`config.mk`:
```
export PLATFORM = sky130hd
export DESIGN_NAME = packing_collector
export DESIGN_NICKNAME = d
export VERILOG_FILES = /design/src/rtl/packing_collector.sv
export SDC_FILE = /design/constraint.sdc
export NUM_CORES = 1
export LEC_CHECK = 0
export BUFFER_PORTS_ARGS = -buffer_cell sky130_fd_sc_hd__buf_4
export CAP_MARGIN = 0
export CORE_ASPECT_RATIO = 0.6
export CORE_MARGIN = 2
export CORE_UTILIZATION = 34
export DETAILED_ROUTE_END_ITERATION = 10
export SYNTH_ARGS = -nofsm -noshare
export SYNTH_HDL_FRONTEND = slang
export SYNTH_SLANG_ARGS = --single-unit
export TNS_END_PERCENT = 1
```
`constraint.sdc`:
```
create_clock -name clock -period 2.25 [get_ports clock]
set_clock_uncertainty 0.15 [all_clocks]
set_input_delay 0.45 -clock clock [delete_from_list [all_inputs] [get_ports clock]]
set_output_delay 0.45 -clock clock [all_outputs]
set_load 0.005 [all_outputs]
```
`src/rtl/packing_collector.sv`:
```
// Packs a packet stream of DATA_WIDTH-bit items into ITEM_COUNT-slot words with a keep mask.
// A packet tail shorter than ITEM_COUNT is flushed as a partial word, and its unused slots hold PAD_VALUE.
module packing_collector #(
    parameter int                    DATA_WIDTH     = 8,
    parameter int                    ITEM_COUNT     = 3,
    parameter logic [DATA_WIDTH-1:0] PAD_VALUE      = '0,
    parameter bit                    FIRST_ITEM_MSB = 1'b0
) (
    input  logic                             clock,
    input  logic                             reset,
    input  logic [DATA_WIDTH-1:0]            in_data,
    input  logic                             in_valid,
    output logic                             in_ready,
    input  logic                             in_last,
    output logic [DATA_WIDTH*ITEM_COUNT-1:0] out_data,
    output logic                             out_valid,
    input  logic                             out_ready,
    output logic                             out_last,
    output logic [ITEM_COUNT-1:0]            out_keep
);

    localparam int CW = (ITEM_COUNT > 1) ? $clog2(ITEM_COUNT) : 1;
    localparam logic [CW-1:0] LAST_SLOT = CW'(ITEM_COUNT - 1);

    logic [ITEM_COUNT-1:0][DATA_WIDTH-1:0] acc_reg;
    logic [ITEM_COUNT-1:0]                 keep_reg;
    logic [CW-1:0]                         count_reg;

    logic [DATA_WIDTH*ITEM_COUNT-1:0]      out_data_reg;
    logic [ITEM_COUNT-1:0]                 out_keep_reg;
    logic                                  out_valid_reg;
    logic                                  out_last_reg;

    logic                                  in_fire;
    logic                                  completing;
    logic [ITEM_COUNT-1:0]                 slot_hit;
    logic [ITEM_COUNT-1:0][DATA_WIDTH-1:0] merged;
    logic [DATA_WIDTH*ITEM_COUNT-1:0]      word_next;

    assign in_ready   = !out_valid_reg || out_ready;
    assign in_fire    = in_valid && in_ready;
    assign completing = in_fire && (in_last || (count_reg == LAST_SLOT));

    // merged is the accumulator with the incoming item already written into slot[count].
    // Slot order is fixed here; only the bit position of each slot in the word depends on FIRST_ITEM_MSB.
    generate
        for (genvar gi = 0; gi < ITEM_COUNT; gi++) begin : g_slot
            localparam int POS = FIRST_ITEM_MSB ? (ITEM_COUNT - 1 - gi) : gi;
            assign slot_hit[gi] = (count_reg == CW'(gi));
            assign merged[gi]   = slot_hit[gi] ? in_data : acc_reg[gi];
            assign word_next[POS*DATA_WIDTH +: DATA_WIDTH] = merged[gi];
        end
    endgenerate

    always_ff @(posedge clock) begin
        if (reset) begin
            acc_reg       <= {ITEM_COUNT{PAD_VALUE}};
            keep_reg      <= '0;
            count_reg     <= '0;
            out_data_reg  <= {ITEM_COUNT{PAD_VALUE}};
            out_keep_reg  <= '0;
            out_valid_reg <= 1'b0;
            out_last_reg  <= 1'b0;
        end else begin
            if (out_valid_reg && out_ready) begin
                out_valid_reg <= 1'b0;
            end
            // A completing item overrides the drain, so back-to-back words keep out_valid high.
            if (completing) begin
                out_data_reg  <= word_next;
                out_keep_reg  <= keep_reg | slot_hit;
                out_last_reg  <= in_last;
                out_valid_reg <= 1'b1;
                acc_reg       <= {ITEM_COUNT{PAD_VALUE}};
                keep_reg      <= '0;
                count_reg     <= '0;
            end else if (in_fire) begin
                acc_reg   <= merged;
                keep_reg  <= keep_reg | slot_hit;
                count_reg <= count_reg + CW'(1);
            end
        end
    end

    assign out_data  = out_data_reg;
    assign out_keep  = out_keep_reg;
    assign out_valid = out_valid_reg;
    assign out_last  = out_last_reg;

endmodule

```
* Yosys cells after proc, flatten, opt, wreduce, memory -nomap -nowiden
Index checks and enable logic that the tools add are counted.
Operators by class: bitwise logic cells 1, add/sub/neg operators 1, equal/unequal tests 2, reductions and logical operators 9, multiplexer cells 5
Operators with widths (number):
- two-way mux 8 bit | 3
- logical AND 1 bit | 3
- bitwise OR 3 bit | 1
- adder 2 x 1 -> 2 bit (second input constant) | 1
- == test 2 x 1 -> 1 bit (second input constant) | 1
- == test 2 bit (second input constant) | 1
- zero test 2 bit | 1
- logical OR 1 bit | 2
- two-way mux 1 bit | 2
- nonzero test 2 bit | 1
- OR reduction 2 bit | 1
- zero test 1 bit | 1
Word-level totals: output and inout port bits 30, input bits 13, word-level logic and storage cells 27, bits in registers 58

* Depth between registers and ports, before layout
Gate-level depths: netlist (run 1).
depth in word-level cells 5, mapped depth 7, mapped depth without buffers 5

* Worst setup path before layout (run 1)
OpenSTA, ideal clock, no wires.
kind register to register, start point register count_reg[0], end point register out_valid_reg (netlist: out_valid), stages on the path, launching flop included 8, buffers on the path 2, library setup time 0.115 ns, data required time 1.985 ns, setup slack 0.567 ns, period minus slack after synthesis 1.683 ns, data arrival time 1.418 ns, path through dfxtp_1 inv_1 ha_1 or2_1 and3_1 buf_6 buf_6 o21a_1
On the way: word-level cells in the longest chain between the ends 4, elaborated cells between the ends (all ways) 5, those cells by class eq/ne (1); mux (1); reduce/logical (3)
RTL lines:
- start: declaration | line 27 | logic [CW-1:0] count_reg;
- start signal: assignment | line 80 | count_reg <= count_reg + CW'(1);
- == test 2 bit (*) | line 42 | assign completing = in_fire && (in_last || (count_reg == LAST_SLOT));
- logical OR 1 bit (*) | line 42
- logical AND 1 bit (*) | line 42
- two-way mux 1 bit / nonzero test 2 bit (equally long branches)
- end signal: assignment | line 62 | out_valid_reg <= 1'b0;
- end signal: assignment | line 66 | out_valid_reg <= 1'b0;
- end signal: assignment | line 73 | out_valid_reg <= 1'b1;
- end: declaration | line 31 | logic out_valid_reg;
Every way passes the cells marked *; elsewhere a longest branch is shown, timed or not. A chain may end at the register's enable or synchronous reset.

* Final worst setup path (run 1)
start point register count_reg[0], end point register acc_reg[19] (netlist bit)
On the way: word-level cells in the longest chain between the ends 4, elaborated cells between the ends (all ways) 5, those cells by class eq/ne (1); mux (1); reduce/logical (3)
RTL lines:
- == test 2 bit (*) | line 42, 49
- logical OR 1 bit | line 42
- logical AND 1 bit | line 42
- OR reduction 2 bit (no line)
- end signal: assignment | line 57 | acc_reg <= {ITEM_COUNT{PAD_VALUE}};
- end signal: assignment | line 74 | acc_reg <= {ITEM_COUNT{PAD_VALUE}};
- end signal: assignment | line 78 | acc_reg <= merged;
- end: declaration | line 25 | logic [ITEM_COUNT-1:0][DATA_WIDTH-1:0] acc_reg;
Marked as above.

==> metrics.txt, run 1 <==
# TYPE chip_impl_metric gauge
chip_impl_metric{name="total_leakage_power",unit="nW"} 1.22
chip_impl_metric{name="grt_antenna_before_repair",unit=""} 0
chip_impl_metric{name="chipWidth",unit="um"} 117
chip_impl_info{name="critPathLaunchType",value="register"} 1
chip_impl_metric{name="ctsHoldBuffers",unit=""} 0
chip_impl_metric{name="drv_slew",unit=""} 0
chip_impl_metric{name="clk_path_buf_depth",unit=""} 2
chip_impl_metric{name="die_area",unit="mm^2"} 0.00842
chip_impl_info{name="critical_path.endpoint_type",value="register"} 1
chip_impl_metric{name="drt_iter0_markers",unit=""} 136
chip_impl_metric{name="postSynthNetCount",unit=""} 271
chip_impl_info{name="tritoncts",value="yes"} 1
chip_impl_metric{name="via_count",unit=""} 2083
chip_impl_metric{name="timing.final.crit_share",unit="%"} 88.0
chip_impl_metric{name="average_routed_wire_per_standard_cell",unit="um"} 17.1
chip_impl_metric{name="clkSinkCount",unit=""} 58
chip_impl_metric{name="synth_cell_type_count",unit=""} 29
chip_impl_metric{name="worst-endpoint-required",unit="ps"} 2370
chip_impl_info{name="grt_setup_unrepaired",value="no"} 1
chip_impl_metric{name="detailed_place_hpwl",unit="um"} 4720
chip_impl_metric{name="synth-seq-area-share",unit="%"} 44.5
chip_impl_info{name="reg2reg_from",value="count_reg[0]"} 1
chip_impl_metric{name="hold_depth",unit=""} 3
chip_impl_metric{name="maxCapViolations",unit=""} 0
chip_impl_metric{name="syn_inst",unit=""} 255
chip_impl_metric{name="max_clock_freq",unit="MHz"} 505
chip_impl_metric{name="multi_input_area",unit="mm^2"} 0.00127
chip_impl_metric{name="sequential_cell_area",unit="mm^2"} 0.00116
chip_impl_metric{name="area_delta_synth_final",unit="%"} 26.4
chip_impl_metric{name="worst_r2r_path_depth",unit=""} 6
chip_impl_metric{name="start_util",unit="%"} 35.5
chip_impl_metric{name="cts-resized-gates",unit=""} 0
chip_impl_info{name="cts_root_buf",value="sky130_fd_sc_hd__clkbuf_16"} 1
chip_impl_metric{name="die_height",unit="um"} 71.9
chip_impl_metric{name="total_number_of_yosys_warnings",unit=""} 0
chip_impl_info{name="worstHoldStart",value="in_data[1]"} 1
chip_impl_metric{name="clock_tree.htree_level_count",unit=""} 3
chip_impl_metric{name="io_buffers",unit=""} 42
chip_impl_metric{name="critical_path_peak_fanout",unit=""} 14
chip_impl_metric{name="io-pin-count",unit=""} 43
chip_impl_metric{name="dpl_worst_slack",unit="ps"} 282
chip_impl_metric{name="timing.final.ws_setup",unit="ps"} 270
chip_impl_metric{name="detail_route.drc_violations",unit=""} 0
chip_impl_metric{name="cts.repair_timing.setup_buffer_count",unit=""} 0
chip_impl_metric{name="detail-route-antenna-nets",unit=""} 0
chip_impl_metric{name="hold_viol_final",unit=""} 0
chip_impl_metric{name="slew_headroom",unit="%"} 74.2
chip_impl_metric{name="grt_max_degree",unit=""} 29
chip_impl_metric{name="clk_pin_slew_worst_paths",unit="ps"} 50
chip_impl_metric{name="n_fill_cell",unit=""} 715
chip_impl_info{name="worstHoldPathType",value="primary input to register"} 1
chip_impl_metric{name="tritoncts.num_buffers",unit=""} 9
chip_impl_metric{name="first_pass_grt_wire_length",unit="um"} 11400
chip_impl_metric{name="detail_route.wirelength",unit="um"} 6860
chip_impl_metric{name="postSynthAreaPerCell",unit="um^2"} 10.2
chip_impl_metric{name="net_count_reported_at_finish",unit=""} 309
chip_impl_metric{name="crit_arrival",unit="ps"} 2100
chip_impl_metric{name="tightest_slew",unit="ps"} 387
chip_impl_metric{name="grt-ovfl-total",unit=""} 0
chip_impl_info{name="startpoint",value="count_reg[0]"} 1
chip_impl_metric{name="synth_seq_cells",unit=""} 58
chip_impl_metric{name="number_of_antenna_diodes",unit=""} 0
chip_impl_metric{name="holdWs",unit="ps"} 281
chip_impl_metric{name="first_global_vias",unit=""} 2124
chip_impl_metric{name="total_routing_usage_reported_by_global_routing",unit="%"} 18.0
chip_impl_metric{name="gp_weighted_congestion",unit=""} 0.776
chip_impl_metric{name="p_total",unit="mW"} 2.86
chip_impl_metric{name="avgViaCountPerCell",unit=""} 5.18
chip_impl_metric{name="floorplan.rows",unit=""} 24
chip_impl_metric{name="detail_route.first_pass.iterations",unit=""} 4
chip_impl_metric{name="finalWorstPathRequiredPeriod",unit="ps"} 1980
chip_impl_metric{name="core-area",unit="mm^2"} 0.00736
chip_impl_metric{name="vdd_drop_max",unit="uV"} 470
chip_impl_metric{name="setup-tns-final",unit="ps"} 0
chip_impl_metric{name="setup_viol",unit=""} 0
chip_impl_info{name="status",value="finished clean"} 1
chip_impl_metric{name="synth.cell_area",unit="mm^2"} 0.00261
chip_impl_metric{name="pwr_density_cell",unit="mW/mm^2"} 867
chip_impl_metric{name="clock_insertion_delay_worst_skew",unit="ps"} 330
chip_impl_metric{name="drive_gt1_share",unit="%"} 36.9
chip_impl_info{name="critical_setup_path_kind",value="register to register"} 1
[report_power, final]
part | switching, mW | total, mW | internal, mW | leakage, nW
clock | 0.450 | 1.37 | 0.915 | 0.147
combinational | 0.215 | 0.383 | 0.168 | 0.601
sequential | 0.0287 | 1.11 | 1.08 | 0.474
[layout make-up]
cell class,instances,share of cell area (%)
clock buffers,14,8.00
well taps,104,3.95
repair buffers,54,12.7
multi-input cells,164,38.4
inverters,6,0.683
flip-flops and latches,58,35.2
clock inverters,2,1.06
[critical path: stages, from the launching register on]
cell	delay, ps
sky130_fd_sc_hd__dfxtp_1	340
sky130_fd_sc_hd__inv_1	80
sky130_fd_sc_hd__ha_1	200
sky130_fd_sc_hd__or2_1	340
sky130_fd_sc_hd__buf_4	250
sky130_fd_sc_hd__a31oi_2	380
sky130_fd_sc_hd__and2_1	180
[worst paths after layout]
check,to,slack [ps]
max,acc_reg[19],270
min,acc_reg[1],280
max reg2reg,acc_reg[19],270
min reg2reg,acc_reg[23],310
[layout by cell type, fill, tap and decap left out, types with 2 or more instances in the layout]
| master | netlist | routed |
|---|---|---|
| sky130_fd_sc_hd__and2_1 | 10 | 10 |
| sky130_fd_sc_hd__o21ai_0 | 18 | 18 |
| sky130_fd_sc_hd__nor2_1 | 2 | 2 |
| sky130_fd_sc_hd__nor2_2 | 3 | 3 |
| sky130_fd_sc_hd__a21oi_1 | 4 | 4 |
| sky130_fd_sc_hd__mux2i_1 | 24 | 24 |
| sky130_fd_sc_hd__ha_1 | 3 | 3 |
| sky130_fd_sc_hd__inv_1 | 5 | 5 |
| sky130_fd_sc_hd__clkbuf_1 | 9 | 3 |
| sky130_fd_sc_hd__dfxtp_1 | 58 | 58 |
| sky130_fd_sc_hd__a211oi_1 | 7 | 7 |
| sky130_fd_sc_hd__nand3_1 | 19 | 19 |
| sky130_fd_sc_hd__nand2_1 | 2 | 2 |
| sky130_fd_sc_hd__clkbuf_8 | 0 | 2 |
| sky130_fd_sc_hd__a21oi_2 | 17 | 17 |
| sky130_fd_sc_hd__buf_4 | 0 | 53 |
| sky130_fd_sc_hd__clkbuf_16 | 0 | 9 |
| sky130_fd_sc_hd__a211oi_2 | 19 | 19 |
| sky130_fd_sc_hd__a31oi_1 | 27 | 27 |
[Yosys cell counts]
master | count | area share, %
sky130_fd_sc_hd__nor2_1 | 2 | 0.29
sky130_fd_sc_hd__o21a_1 | 1 | 0.29
sky130_fd_sc_hd__dfxtp_1 | 58 | 44
sky130_fd_sc_hd__a21oi_1 | 4 | 0.77
sky130_fd_sc_hd__a21oi_2 | 17 | 5.7
sky130_fd_sc_hd__o31ai_1 | 1 | 0.29
sky130_fd_sc_hd__buf_2 | 10 | 1.9
sky130_fd_sc_hd__buf_6 | 6 | 2.6
sky130_fd_sc_hd__o21ai_0 | 18 | 3.5
sky130_fd_sc_hd__clkbuf_1 | 9 | 1.3
sky130_fd_sc_hd__inv_2 | 1 | 0.14
sky130_fd_sc_hd__nand2_1 | 2 | 0.29
sky130_fd_sc_hd__nor2_2 | 3 | 0.72
sky130_fd_sc_hd__and2_1 | 10 | 2.4
sky130_fd_sc_hd__inv_1 | 5 | 0.72
sky130_fd_sc_hd__buf_1 | 2 | 0.29
sky130_fd_sc_hd__a31oi_2 | 1 | 0.48
sky130_fd_sc_hd__and3_1 | 1 | 0.24
sky130_fd_sc_hd__or2_2 | 1 | 0.24
sky130_fd_sc_hd__o221a_1 | 1 | 0.43
sky130_fd_sc_hd__or2_1 | 1 | 0.24
sky130_fd_sc_hd__a31o_1 | 1 | 0.34
sky130_fd_sc_hd__mux2i_1 | 24 | 9.2
sky130_fd_sc_hd__nor2b_4 | 1 | 0.53
sky130_fd_sc_hd__ha_1 | 3 | 1.4
sky130_fd_sc_hd__a31oi_1 | 27 | 6.5
sky130_fd_sc_hd__nand3_1 | 19 | 3.6
sky130_fd_sc_hd__a211oi_1 | 7 | 2.0
sky130_fd_sc_hd__a211oi_2 | 19 | 9.1
[through the flow]
stage,cells,utilization [%],area [um^2]
5_1_grt,402,44.8,3300
6_report,402,44.8,3300
2_1_floorplan,255,-,2610
4_1_cts,402,44.8,3300
3_5_place_dp,386,40.8,3000
3_3_place_gp,386,40.8,3000
[layer usage]
layer / up-vias / wire length (um) / part of all wire (%) / GRT usage, %
li1: 1024 / - / - / -
met1: 993 / 3630 / 53 / 26.3
met2: 55 / 2800 / 41 / 25.2
met3: 11 / 336 / 4.9 / 5.58
met4: 0 / 90 / 1.3 / 5.88
met5: - / 0 / 0 / 0
[cells by family (layout without fill, tap and decap cells)]
logic type / count (synthesis) / count (layout) / synth area share (%)
mux: 24 / 24 / 9.20
simple gates: 40 / 40 / 8.58
flops: 58 / 58 / 44.5
buf+inv: 33 / 76 / 6.95
compound gates: 97 / 97 / 29.3
fa+ha+maj: 3 / 3 / 1.44
Note: power is estimated with default switching activity, not from simulation.
==> inputs of run 2 (changes only) <==
==> constraint.sdc (replaced) <==
create_clock -name clock -period 2.25 [get_ports clock]
set_clock_uncertainty 0.15 [all_clocks]
set_input_delay 0.3375 -clock clock [delete_from_list [all_inputs] [get_ports clock]]
set_output_delay 0.3375 -clock clock [all_outputs]
set_load 0.005 [all_outputs]
==> run 2 against run 1 <==
Against the previous run:
- final cell count did not move
- global-route usage fell by 1.2 points
- critical endpoint is now count_reg[1]
- largest cell class unchanged
- power rose by 0.11%
- utilization rose by 0.19 points
- flip-flop and latch count did not move
==> metrics.txt, run 2 (same netlist as run 1, synthesis figures left out) <==
# TYPE chip_impl_metric gauge
chip_impl_metric{name="clk_pin_slew_worst_paths",unit="ps"} 50
chip_impl_metric{name="finalWorstPathRequiredPeriod",unit="ps"} 1910
chip_impl_metric{name="grt_antenna_before_repair",unit=""} 0
chip_impl_metric{name="final_cell_count_no_fill",unit=""} 402
chip_impl_metric{name="dpl-instance-area",unit="mm^2"} 0.00301
chip_impl_metric{name="vdd_drop_max",unit="uV"} 361
chip_impl_metric{name="average_routed_wire_per_standard_cell",unit="um"} 16.4
chip_impl_metric{name="clock_insertion_delay_worst_skew",unit="ps"} 330
chip_impl_metric{name="start_util",unit="%"} 35.5
chip_impl_metric{name="setup_viol",unit=""} 0
chip_impl_metric{name="ctsHoldBuffers",unit=""} 0
chip_impl_metric{name="crit_arrival",unit="ps"} 2020
chip_impl_metric{name="detail_route.drc_violations",unit=""} 0
chip_impl_metric{name="first_pass_grt_wire_length",unit="um"} 10400
chip_impl_metric{name="n_fill_cell",unit=""} 715
chip_impl_metric{name="gp_weighted_congestion",unit=""} 0.769
chip_impl_metric{name="detailed_place_hpwl",unit="um"} 4380
chip_impl_metric{name="die_height",unit="um"} 71.9
chip_impl_info{name="worstHoldPathType",value="primary input to register"} 1
chip_impl_info{name="layout_commonest_cell",value="sky130_fd_sc_hd__dfxtp_1"} 1
chip_impl_metric{name="clkSinkCount",unit=""} 58
chip_impl_metric{name="area_delta_synth_final",unit="%"} 26.9
chip_impl_metric{name="die_area",unit="mm^2"} 0.00842
chip_impl_metric{name="first_global_vias",unit=""} 1898
chip_impl_metric{name="detail-route-antenna-nets",unit=""} 0
chip_impl_metric{name="via_count",unit=""} 2063
chip_impl_info{name="reg2reg_from",value="count_reg[0]"} 1
chip_impl_metric{name="drive_gt1_share",unit="%"} 37.6
chip_impl_info{name="final_cell_mix",value="sky130_fd_sc_hd__dfxtp_1 (58), sky130_fd_sc_hd__buf_4 (54), sky130_fd_sc_hd__a31oi_1 (27)"} 1
chip_impl_metric{name="clock_tree.htree_level_count",unit=""} 3
chip_impl_metric{name="hold_viol_final",unit=""} 0
chip_impl_info{name="grt_setup_unrepaired",value="no"} 1
chip_impl_info{name="cts_root_buf",value="sky130_fd_sc_hd__clkbuf_16"} 1
chip_impl_metric{name="grt_max_degree",unit=""} 29
chip_impl_metric{name="setup-tns-final",unit="ps"} 0
chip_impl_info{name="worstReg2RegEnd",value="count_reg[1]"} 1
chip_impl_metric{name="avgViaCountPerCell",unit=""} 5.13
chip_impl_metric{name="critical_path_peak_fanout",unit=""} 28
chip_impl_metric{name="cts-resized-gates",unit=""} 0
chip_impl_metric{name="detail_route.wirelength",unit="um"} 6590
chip_impl_info{name="critPathLaunchType",value="register"} 1
chip_impl_info{name="startpoint",value="count_reg[0]"} 1
chip_impl_metric{name="clk_path_buf_depth",unit=""} 2
chip_impl_metric{name="fin_area",unit="mm^2"} 0.00331
chip_impl_metric{name="hold_depth",unit=""} 3
chip_impl_metric{name="timing.final.crit_share",unit="%"} 84.8
chip_impl_metric{name="chipWidth",unit="um"} 117
chip_impl_metric{name="max_clock_freq",unit="MHz"} 524
chip_impl_metric{name="grt-ovfl-total",unit=""} 0
chip_impl_metric{name="reg2reg_slack",unit="ps"} 340
chip_impl_metric{name="net_count_reported_at_finish",unit=""} 310
chip_impl_metric{name="drt_iter0_markers",unit=""} 149
chip_impl_metric{name="dpl_worst_slack",unit="ps"} 370
chip_impl_info{name="critical_setup_path_kind",value="register to register"} 1
chip_impl_info{name="timing.critical_path.to",value="count_reg[1]"} 1
chip_impl_metric{name="tritoncts.num_buffers",unit=""} 9
chip_impl_metric{name="slew_headroom",unit="%"} 72.5
chip_impl_metric{name="pwr_density_cell",unit="mW/mm^2"} 865
chip_impl_metric{name="worst_r2r_path_depth",unit=""} 7
chip_impl_metric{name="placedCellCount",unit=""} 387
chip_impl_metric{name="number_of_antenna_diodes",unit=""} 0
chip_impl_metric{name="drv_slew",unit=""} 0
chip_impl_metric{name="floorplan.rows",unit=""} 24
chip_impl_info{name="status",value="finished clean"} 1
chip_impl_metric{name="io_buffers",unit=""} 42
chip_impl_metric{name="worst-endpoint-required",unit="ps"} 2360
chip_impl_metric{name="cts.repair_timing.setup_buffer_count",unit=""} 0
chip_impl_metric{name="detail_route.first_pass.iterations",unit=""} 4
chip_impl_metric{name="io-pin-count",unit=""} 43
chip_impl_metric{name="tightest_slew",unit="ps"} 413
chip_impl_metric{name="total_routing_usage_reported_by_global_routing",unit="%"} 16.9
chip_impl_metric{name="total_leakage_power",unit="nW"} 1.23
chip_impl_metric{name="p_total",unit="mW"} 2.86
chip_impl_info{name="critical_path.endpoint_type",value="register"} 1
chip_impl_info{name="tritoncts",value="yes"} 1
chip_impl_metric{name="core-area",unit="mm^2"} 0.00736
chip_impl_metric{name="timing.final.ws_setup",unit="ps"} 342
chip_impl_metric{name="maxCapViolations",unit=""} 0
run 2: changes by cell type in the layout (fill, tap and decap cells not counted):
cell,before,now
sky130_fd_sc_hd__buf_4,53,54
sky130_fd_sc_hd__clkbuf_1,3,1
sky130_fd_sc_hd__clkbuf_8,2,3
run 2: stage by stage:
step | util, % | hold WS (ps)
2_1_floorplan | - | 279
3_3_place_gp | 40.9 | 293
4_1_cts | 45.0 | 159
5_1_grt | 45.0 | 165
3_5_place_dp | 40.9 | 299
6_report | 45.0 | 170
run 2: how the worst min path moves through the flow:
stage                start     endpoint  slack (ps)
2_1_floorplan  acc_reg[16]  acc_reg[16]         280
3_3_place_gp   acc_reg[16]  acc_reg[16]         290
3_5_place_dp   acc_reg[22]  acc_reg[22]         300
4_1_cts         in_data[7]   acc_reg[7]         160
5_1_grt         in_data[1]   acc_reg[9]         170
6_report        in_data[7]   acc_reg[7]         170
run 2: worst max-delay path, stage by stage (launching register included):
cell	delay [ps]
sky130_fd_sc_hd__dfxtp_1	350
sky130_fd_sc_hd__inv_1	80
sky130_fd_sc_hd__ha_1	200
sky130_fd_sc_hd__or2_1	210
sky130_fd_sc_hd__buf_4	240
sky130_fd_sc_hd__a31o_1	270
sky130_fd_sc_hd__buf_4	200
sky130_fd_sc_hd__a21oi_1	120
run 2: final cells by class:
type                       count  area (um^2)  area share, %
clock buffer                  13          270           8.16
clock inverter                 2         35.0           1.06
inverter                       6         22.5          0.680
multi-input combinational    164         1270           38.3
sequential                    58         1160           35.1
tap                          104          130           3.93
timing repair buffer          55          425           12.8
run 2: power breakdown:
| part | leakage [nW] | total, mW | switching [mW] | internal [mW] |
|---|---|---|---|---|
| clock network | 0.152 | 1.37 | 0.437 | 0.937 |
| logic | 0.606 | 0.379 | 0.210 | 0.168 |
| registers | 0.474 | 1.11 | 0.0278 | 1.08 |
run 2: metal layers:
| metal | part of all wire, % | up-vias | global-route usage (%) |
|---|---|---|---|
| li1 | - | 1028 | - |
| met1 | 54 | 960 | 25.4 |
| met2 | 39 | 69 | 21.6 |
| met3 | 6.6 | 6 | 6.26 |
| met4 | 0.73 | 0 | 5.88 |
| met5 | 0 | - | 0 |
==> inputs of run 3 (changes only) <==
==> constraint.sdc (replaced) <==
create_clock -name clock -period 1.6 [get_ports clock]
set_clock_uncertainty 0.15 [all_clocks]
set_input_delay 0.24 -clock clock [delete_from_list [all_inputs] [get_ports clock]]
set_output_delay 0.24 -clock clock [all_outputs]
set_load 0.005 [all_outputs]
==> run 3 against run 2 <==
Against the previous run:
- first-iteration DRC count unchanged
- flip-flop and latch count stayed put
- non-clock buffer count grew 16
- clock power up 65%
- largest cell class unchanged
- sequential power rose by 41%
- die area stayed put
- power rose by 55%
- global-route usage up 1.5 points
- routed wire length increased by 9.4%
- utilization up 3.8 points
- sequential share of layout area decreased by 2.6 points
- via count grew 4.7%
==> metrics.txt, run 3 (same netlist as run 1, synthesis figures left out) <==
# TYPE chip_impl_metric gauge
chip_impl_info{name="worstHoldPathType",value="primary input to register"} 1
chip_impl_metric{name="clock_tree.htree_level_count",unit=""} 3
chip_impl_metric{name="detail_route.wirelength",unit="um"} 7210
chip_impl_metric{name="total_leakage_power",unit="nW"} 1.35
chip_impl_metric{name="area_delta_synth_final",unit="%"} 37.6
chip_impl_info{name="critical-path-slowest-cell",value="sky130_fd_sc_hd__dfxtp_2"} 1
chip_impl_metric{name="tritoncts.num_buffers",unit=""} 9
chip_impl_metric{name="gp_weighted_congestion",unit=""} 0.768
chip_impl_metric{name="tightest_slew",unit="ps"} 306
chip_impl_metric{name="chipWidth",unit="um"} 117
chip_impl_info{name="worstPathCellList",value="inv_2 > ha_4 > or2_4 > and3_4 > buf_6 > o221a_1"} 1
chip_impl_metric{name="die_height",unit="um"} 71.9
chip_impl_metric{name="via_count",unit=""} 2160
chip_impl_metric{name="finalWorstPathRequiredPeriod",unit="ps"} 1580
chip_impl_info{name="critPathLaunchType",value="register"} 1
chip_impl_info{name="critical_setup_path_kind",value="register to register"} 1
chip_impl_metric{name="clk_path_buf_depth",unit=""} 2
chip_impl_metric{name="drt_iter0_markers",unit=""} 149
chip_impl_metric{name="drive_gt1_share",unit="%"} 46.3
chip_impl_metric{name="io-pin-count",unit=""} 43
chip_impl_metric{name="core-area",unit="mm^2"} 0.00736
chip_impl_metric{name="dpl_worst_slack",unit="ps"} -108
chip_impl_metric{name="die_area",unit="mm^2"} 0.00842
chip_impl_metric{name="clock_insertion_delay_worst_skew",unit="ps"} 320
chip_impl_metric{name="max_clock_freq",unit="MHz"} 634
chip_impl_metric{name="first_pass_grt_wire_length",unit="um"} 11400
chip_impl_metric{name="grt.met2_usage",unit="%"} 27.0
chip_impl_metric{name="timing.final.crit_share",unit="%"} 98.6
chip_impl_metric{name="reg2reg_slack",unit="ps"} 20
chip_impl_metric{name="grt_antenna_before_repair",unit=""} 0
chip_impl_metric{name="clk_pin_slew_worst_paths",unit="ps"} 50
chip_impl_metric{name="detail_route.drc_violations",unit=""} 0
chip_impl_metric{name="slowest_delay",unit="ps"} 330
chip_impl_metric{name="timing.final.ws_setup",unit="ps"} 21.7
chip_impl_metric{name="detailed_place_hpwl",unit="um"} 4830
chip_impl_metric{name="first_global_vias",unit=""} 2128
chip_impl_metric{name="slew_headroom",unit="%"} 79.6
chip_impl_metric{name="grt-ovfl-total",unit=""} 0
chip_impl_metric{name="pwr_density_cell",unit="mW/mm^2"} 1240
chip_impl_info{name="final_cell_mix",value="sky130_fd_sc_hd__buf_4 (64), sky130_fd_sc_hd__dfxtp_1 (55), sky130_fd_sc_hd__a31oi_1 (27)"} 1
chip_impl_metric{name="grt.met3_usage",unit="%"} 6.26
chip_impl_metric{name="setup-tns-final",unit="ps"} 0
chip_impl_metric{name="grt_max_degree",unit=""} 25
chip_impl_metric{name="total_routing_usage_reported_by_global_routing",unit="%"} 18.4
chip_impl_metric{name="detail-route-antenna-nets",unit=""} 0
chip_impl_metric{name="detail_route.first_pass.iterations",unit=""} 4
chip_impl_metric{name="vdd_drop_max",unit="uV"} 468
chip_impl_info{name="cts_root_buf",value="sky130_fd_sc_hd__clkbuf_16"} 1
chip_impl_metric{name="ctsHoldBuffers",unit=""} 0
chip_impl_metric{name="io_buffers",unit=""} 42
chip_impl_metric{name="maxCapViolations",unit=""} 0
chip_impl_metric{name="critical_path_peak_fanout",unit=""} 9
chip_impl_metric{name="avgViaCountPerCell",unit=""} 5.16
chip_impl_metric{name="clkSinkCount",unit=""} 58
chip_impl_metric{name="average_routed_wire_per_standard_cell",unit="um"} 17.2
chip_impl_info{name="tritoncts",value="yes"} 1
chip_impl_metric{name="setup_viol",unit=""} 0
chip_impl_metric{name="number_of_antenna_diodes",unit=""} 0
chip_impl_metric{name="start_util",unit="%"} 35.5
chip_impl_info{name="status",value="finished clean"} 1
chip_impl_info{name="layout_commonest_cell",value="sky130_fd_sc_hd__buf_4"} 1
chip_impl_info{name="critical_path.endpoint_type",value="register"} 1
chip_impl_info{name="grt_setup_unrepaired",value="yes"} 1
chip_impl_metric{name="hold_viol_final",unit=""} 0
chip_impl_metric{name="worst-endpoint-required",unit="ps"} 1660
chip_impl_metric{name="drv_slew",unit=""} 0
chip_impl_metric{name="n_fill_cell",unit=""} 680
chip_impl_info{name="globalRoute.busiestLayer",value="met2"} 1
chip_impl_metric{name="net_count_reported_at_finish",unit=""} 326
chip_impl_metric{name="grt_use_met1",unit="%"} 26.0
chip_impl_metric{name="crit_arrival",unit="ps"} 1640
chip_impl_metric{name="floorplan.rows",unit=""} 24
## run 3: cell count changes in the layout (fill, tap and decap cells not counted), sizes merged
cell,change
clkinv,-1
buf,+15
bufbuf,+1
bufinv,+2
clkinvlp,+1
clkbuf,-1
## run 3: stage by stage
stage / area, um^2 / hold WS [ps] / cells / total power [mW] / utilization, %
after global placement: 3130 / 291 / 400 / 2.16 / 42.6
after CTS: 3550 / 73.2 / 419 / 4.45 / 48.2
after detailed placement: 3130 / 293 / 400 / 2.17 / 42.6
final: 3590 / 83.7 / 419 / 4.44 / 48.8
after floorplan: 2630 / 248 / 255 / 1.93 / -
after global routing: 3590 / 77.2 / 419 / 4.61 / 48.8
## run 3: final timing paths
kind,start,endpoint,cells past startpoint
hold / removal,in_last,out_last,3
setup / recovery,count_reg[0],out_keep[2],6
setup reg to reg,count_reg[0],out_keep[2],6
hold reg to reg,acc_reg[19],acc_reg[19],1
## run 3: critical path, delay by kind of cell, from the launching register on
kind            cells  cell delay [ps]
compound gates      1              240
simple gates        2              430
flops               1              330
buf+inv             2              180
fa+ha+maj           1              150
## run 3: where the power goes
group          switching (mW)  internal (mW)  total, mW  leakage [nW]
Sequential             0.0410           1.52       1.56         0.475
Clock                   0.654           1.60       2.26         0.169
Combinational           0.325          0.295      0.620         0.701
Total                    1.02           3.42       4.44          1.35
## run 3: layer usage
layer / vias to the layer above / part of all wire, %
met2: 49 / 42
met5: - / 0
met3: 6 / 5.1
met4: 0 / 0.53
met1: 1043 / 53
li1: 1062 / -
## run 3: final cells by class
cell class / count / area [um^2] / area share, %
clock buffer: 12 / 256 / 7.14
clock inverter: 4 / 97.6 / 2.72
inverter: 6 / 25.0 / 0.697
multi-input combinational: 164 / 1320 / 36.7
sequential: 58 / 1160 / 32.4
tap: 104 / 130 / 3.62
timing repair buffer: 71 / 598 / 16.6
## run 3: what timing repair did
action	CTS	global route
resized for setup	7	25
gates cloned	1	0
pin swaps	1	0
setup buffers	2	0
setup endpoints to repair	39	39
